$ cat config.mk
export PLATFORM = sky130hd
export DESIGN_NAME = perf_counter_unit
export DESIGN_NICKNAME = d
export VERILOG_FILES = /design/src/rtl/perf_counter_unit_pkg.sv /design/src/rtl/sat_counter.sv /design/src/rtl/perf_counter_unit.sv
export SDC_FILE = /design/constraint.sdc
export NUM_CORES = 1
export LEC_CHECK = 0
export CORE_MARGIN = 10
export CORE_UTILIZATION = 60
export DETAILED_ROUTE_END_ITERATION = 8
export DONT_BUFFER_PORTS = 1
export GPL_ROUTABILITY_DRIVEN = 0
export PLACE_DENSITY = 0.73
export SLEW_MARGIN = 40
export SYNTH_ARGS = -nofsm -noshare
export SYNTH_HDL_FRONTEND = slang
export SYNTH_SLANG_ARGS = --single-unit
$ cat constraint.sdc
create_clock -name clk -period 3.73 [get_ports clk]
set_clock_uncertainty 0.2 [all_clocks]
set_input_delay 0.746 -clock clk [delete_from_list [all_inputs] [get_ports clk]]
set_output_delay 0.746 -clock clk [all_outputs]
set_load 0.05 [all_outputs]
$ cat src/rtl/perf_counter_unit_pkg.sv
// Shared definitions for the performance-counter unit: FSM encoding,
// counter indices and the default counter width.
package perf_counter_unit_pkg;

  localparam int DEFAULT_CNT_W = 8;

  typedef enum logic [1:0] {
    IDLE   = 2'd0,
    RUN    = 2'd1,
    HALTED = 2'd2,
    SNAP   = 2'd3
  } state_t;

  localparam int CNT_CLK  = 0;
  localparam int CNT_INST = 1;
  localparam int CNT_HIT  = 2;
  localparam int CNT_MISS = 3;
  localparam int NUM_CNT  = 4;

endpackage

$ cat src/rtl/sat_counter.sv
// Single event counter that either sticks at all-ones or wraps, and flags
// the cycle in which it would pass its maximum value.
module sat_counter #(
  parameter int CNT_W    = 8,
  parameter bit SATURATE = 1'b1
) (
  input  logic             clk,
  input  logic             rst,
  input  logic             en,
  input  logic             inc,
  output logic [CNT_W-1:0] count,
  output logic [CNT_W-1:0] next_count,
  output logic             ovf_pulse
);

  localparam logic [CNT_W-1:0] MAX_VAL = '1;
  localparam logic [CNT_W-1:0] ONE     = CNT_W'(1);

  logic at_max;

  assign at_max    = (count == MAX_VAL);
  assign ovf_pulse = en & inc & at_max;

  // next_count is exported so the parent can snapshot the post-update value.
  always_comb begin
    // NOTE: assign a default before any branch so no path leaves the output unassigned (no latch).
    next_count = count;
    if (en && inc && !(at_max && SATURATE)) begin
      next_count = count + ONE;
    end
  end

  always_ff @(posedge clk or posedge rst) begin
    // NOTE: registered state is always written with non-blocking assignments.
    if (rst) begin
      count <= '0;
    end else begin
      count <= next_count;
    end
  end

endmodule

$ cat src/rtl/perf_counter_unit.sv
// Counts run cycles, retired instructions and cache hits/misses between the
// first fetch and halt, with a req/ack snapshot path for debug readout.
module perf_counter_unit
  import perf_counter_unit_pkg::*;
#(
  parameter int CNT_W    = DEFAULT_CNT_W,
  parameter bit SATURATE = 1'b1
) (
  input  logic             clk,
  input  logic             rst,
  input  logic             fetch_valid,
  input  logic             inst_retire,
  input  logic             cache_access,
  input  logic             cache_hit,
  input  logic             halt,
  input  logic             snap_req,
  output logic             snap_ack,
  output logic [CNT_W-1:0] clk_count,
  output logic [CNT_W-1:0] inst_count,
  output logic [CNT_W-1:0] hit_count,
  output logic [CNT_W-1:0] miss_count,
  output logic [CNT_W-1:0] snap_clk,
  output logic [CNT_W-1:0] snap_inst,
  output logic [CNT_W-1:0] snap_hit,
  output logic [CNT_W-1:0] snap_miss,
  output logic             ovf,
  output logic [1:0]       state
);

  state_t state_q, state_d;
  state_t ret_q, ret_d;   // state to resume after the one-cycle SNAP
  logic   count_en;

  logic [NUM_CNT-1:0] inc;
  logic [NUM_CNT-1:0] ovf_pulse;
  logic [CNT_W-1:0]   count      [NUM_CNT];
  logic [CNT_W-1:0]   next_count [NUM_CNT];

  always_comb begin
    state_d  = state_q;
    ret_d    = ret_q;
    count_en = 1'b0;
    unique case (state_q)
      IDLE: begin
        if (fetch_valid) begin
          state_d  = RUN;
          count_en = 1'b1;
        end
      end
      RUN: begin
        count_en = 1'b1;
        if (snap_req) begin
          state_d = SNAP;
          ret_d   = halt ? HALTED : RUN;
        end else if (halt) begin
          state_d = HALTED;
        end
      end
      HALTED: begin
        if (snap_req) begin
          state_d = SNAP;
          ret_d   = HALTED;
        end
      end
      SNAP: begin
        // A halt seen while snapshotting from RUN still lands in HALTED.
        count_en = (ret_q == RUN);
        state_d  = (ret_q == RUN && halt) ? HALTED : ret_q;
      end
      default: state_d = IDLE;
    endcase
  end

  assign inc[CNT_CLK]  = 1'b1;
  assign inc[CNT_INST] = inst_retire;
  assign inc[CNT_HIT]  = cache_access & cache_hit;
  assign inc[CNT_MISS] = cache_access & ~cache_hit;

  for (genvar i = 0; i < NUM_CNT; i++) begin : g_cnt
    sat_counter #(
      .CNT_W    (CNT_W),
      .SATURATE (SATURATE)
    ) u_cnt (
      .clk        (clk),
      .rst        (rst),
      .en         (count_en),
      .inc        (inc[i]),
      .count      (count[i]),
      .next_count (next_count[i]),
      .ovf_pulse  (ovf_pulse[i])
    );
  end

  always_ff @(posedge clk or posedge rst) begin
    if (rst) begin
      state_q   <= IDLE;
      ret_q     <= IDLE;
      ovf       <= 1'b0;
      snap_clk  <= '0;
      snap_inst <= '0;
      snap_hit  <= '0;
      snap_miss <= '0;
    end else begin
      state_q <= state_d;
      ret_q   <= ret_d;
      if (|ovf_pulse) begin
        ovf <= 1'b1;
      end
      if (state_d == SNAP && state_q != SNAP) begin
        snap_clk  <= next_count[CNT_CLK];
        snap_inst <= next_count[CNT_INST];
        snap_hit  <= next_count[CNT_HIT];
        snap_miss <= next_count[CNT_MISS];
      end
    end
  end

  assign snap_ack   = (state_q == SNAP);
  assign state      = state_q;
  assign clk_count  = count[CNT_CLK];
  assign inst_count = count[CNT_INST];
  assign hit_count  = count[CNT_HIT];
  assign miss_count = count[CNT_MISS];

endmodule

==> results.json <==
{
  "grtUsageMet1_pct": 22.69,
  "fin_setup_tns_ns": 0,
  "synthesis.area_per_instance_um2": 9.879,
  "pin_count_of_the_biggest_net_entering_global_routing": 41,
  "top_level_ports": 76,
  "syn2layout_area_growth_pct": 7.864,
  "met2_usage_pct": 26.77,
  "p_per_area_mw_per_mm2": 1011,
  "final_cell_area_mm2": 0.003570,
  "busiest_layer_in_global_routing": "met2",
  "reg2reg_to": "snap_miss[6]",
  "proportion_of_layout_cells_with_a_drive_suffix_above_1_pct": 12.87,
  "netlist.top_cell.by_area": "dfrtp_1",
  "netlist-cell-type-count": 49,
  "reg2regPathDepth": 5,
  "regToRegSetupSlack_ns": 1.07,
  "worst_ep_arrival_time_ns": 1.72,
  "synth_commonest_cells": "69 x dfrtp_1, 40 x nand2_1, 33 x nor2_1",
  "post_cts_hold_buffer_count": 0,
  "first_pass_iters": 4,
  "slew_violations": 0,
  "grt_pass1_vias": 2402,
  "finalWorstPathRequiredPeriod_ns": 2.663,
  "layout_worst_path_cycle_share_pct": 71.40,
  "max_cap_viol_count": 0,
  "cts.root.buffer_cell": "clkbuf_8",
  "hold_violations_final": 0,
  "routed_via_density": 6.325,
  "setup-violations-final": 0,
  "max_freq_mhz": 375.5,
  "ant_nets": 0,
  "floorplan.initialDensity_pct": 63.19,
  "floorplan.rows": 26,
  "dp_hpwl_um": 5730,
  "route.vias.total": 2606,
  "syn-num-nets": 347,
  "synth-warning-count": 0,
  "timing.critical_path.fanout_max": 8,
  "syn-cell-area_mm2": 0.003309,
  "vdd_drop_max_mv": 0.5972,
  "grt_antenna_before_repair": 0,
  "synthFlopType": "dfrtp_1",
  "grt_use_met3_pct": 7.594,
  "num-nets-final": 351,
  "first_pass_grt_wire_length_um": 12770,
  "synth_seq_cells": 69,
  "total_power_w": 0.003610,
  "postSynth.asyncResetShare_pct": 100.0,
  "portBuffers": 0,
  "regToRegStartpoint": "g_cnt[3].u_cnt.count[0]",
  "worst_setup_path_start_kind": "register",
  "grt_setup_unrepaired": "false",
  "die-width_um": 94.27,
  "hold_path.class": "input port to asynchronous set/reset pin",
  "dpl_cell_area_mm2": 0.003400,
  "tritoncts.num_buffers": 9,
  "synth_edf_count": 0,
  "post_synth_main_area_contributors": "dfrtp_1 52%, mux2_2 4.8%, nand2_1 4.5%",
  "grt_usage_pct": 18.12,
  "cellLeakagePower_nw": 1.513,
  "final_core_util_pct": 68.16,
  "post_cts_resize_count": 0,
  "postCtsSetupRepairBufs": 0,
  "syn_inst": 335,
  "slew_headroom_pct": 55.71,
  "crit_path_end_kind": "output pin",
  "global_route.overflow_total": 0,
  "cts_htree_levels": 3,
  "critical_path_class": "register to output pin",
  "post_synth_top_area_share_pct": 52.17,
  "clk_pin_slew_ns": 0.07,
  "antenna-diode-count": 0,
  "drt_iter0_markers": 79,
  "run_status": "finished clean",
  "die-height_um": 94.27,
  "post-synth-top-count-cell": "dfrtp_1",
  "cts_tree": "built",
  "cts.path.max_buffers": 2,
  "drc": 0,
  "cts_num_sinks": 69,
  "core_mm2": 0.005238,
  "worst-endpoint-required_ns": 2.78,
  "postRouteWirelength_um": 7803,
  "synth-seq-area-share_pct": 52.17,
  "clock_latency_at_the_later_pin_of_the_worst_skew_pair_ns": 0.34,
  "dr_wl_cell_um": 18.94,
  "fp.dieArea_mm2": 0.008886,
  "worst_pin_slew_ns": 0.6644
}
worst max-delay path by stage:
stage | from | to | slack [ns] | depth (start not counted)
final | state[1] | snap_ack | 1.07 | 2
after global routing | g_cnt[3].u_cnt.count[0] | snap_miss[6] | 0.89 | 5
after CTS | state[0] | snap_ack | 0.90 | 2
after detailed placement | g_cnt[3].u_cnt.count[0] | snap_miss[6] | 1.08 | 5
after global placement | state[0] | snap_inst[3] | 1.14 | 4
after floorplan | rst | g_cnt[0].u_cnt.count[0] | 1.04 | 1
flip-flops by register name, indices dropped and copies added, names as in the netlist:
register and count:
snap_clk 8, state 2, g_cnt.u_cnt.count 32, ovf 1, snap_miss 8, snap_inst 8
snap_hit 8, ret_q 2
cell usage in the layout (no fill, tap or decap), drive strengths merged, types with 5 or more instances in the layout:
cell type  count
a31oi         17
o21ai         24
clkbuf        12
nand4          9
nand3         12
or4            8
or3            8
nand2b         5
o31ai         13
dfrtp         69
nand2         40
inv           10
a21oi         12
mux2          14
nor2          33
per-layer routing:
metal	part of all wire, %	routed length [µm]
met5	0	0
met4	1.6	122
met3	9.9	774
met2	45	3531
met1	43	3375
through the flow:
stage / hold slack (ns) / instances / setup slack, ns
after floorplan: 0.3372 / 335 / 1.044
after global placement: 0.4046 / 397 / 1.141
after detailed placement: 0.4186 / 398 / 1.076
after CTS: 0.1612 / 412 / 0.9012
after global routing: 0.1757 / 412 / 0.8851
final: 0.1604 / 412 / 1.067
critical path: stages, from the launching register on:
cell     delay [ns]
dfrtp_1        0.77
nand2_1        0.22
inv_1          0.39
final cells by class:
class / count / area (µm²)
multi-input combinational: 245 / 1509
clock inverter: 2 / 10.01
timing repair buffer: 4 / 42.54
fill: 405 / 1668
tap: 70 / 87.58
inverter: 10 / 37.54
clock buffer: 12 / 155.1
sequential: 69 / 1728
report_power, final:
group | leakage, nW | internal [W] | switching (W)
registers | 0.863 | 0.00100 | 0.00123
logic | 0.561 | 0.000340 | 0.000507
clock network | 0.0881 | 0.000268 | 0.000263
cells by family (layout without fill, tap and decap cells):
group | after synthesis | count (layout) | synth area share [%]
adder cells (fa/ha/maj) | 4 | 4 | 1.512
buffers and inverters | 21 | 28 | 2.571
AND/OR/NAND/NOR | 138 | 138 | 21.25
XOR/XNOR | 2 | 2 | 0.5294
AO/OA/AOI/OAI | 87 | 87 | 17.20
flip-flops | 69 | 69 | 52.17
multiplexers | 14 | 14 | 4.764
No activity file was read; power rests on OpenSTA's default activity.
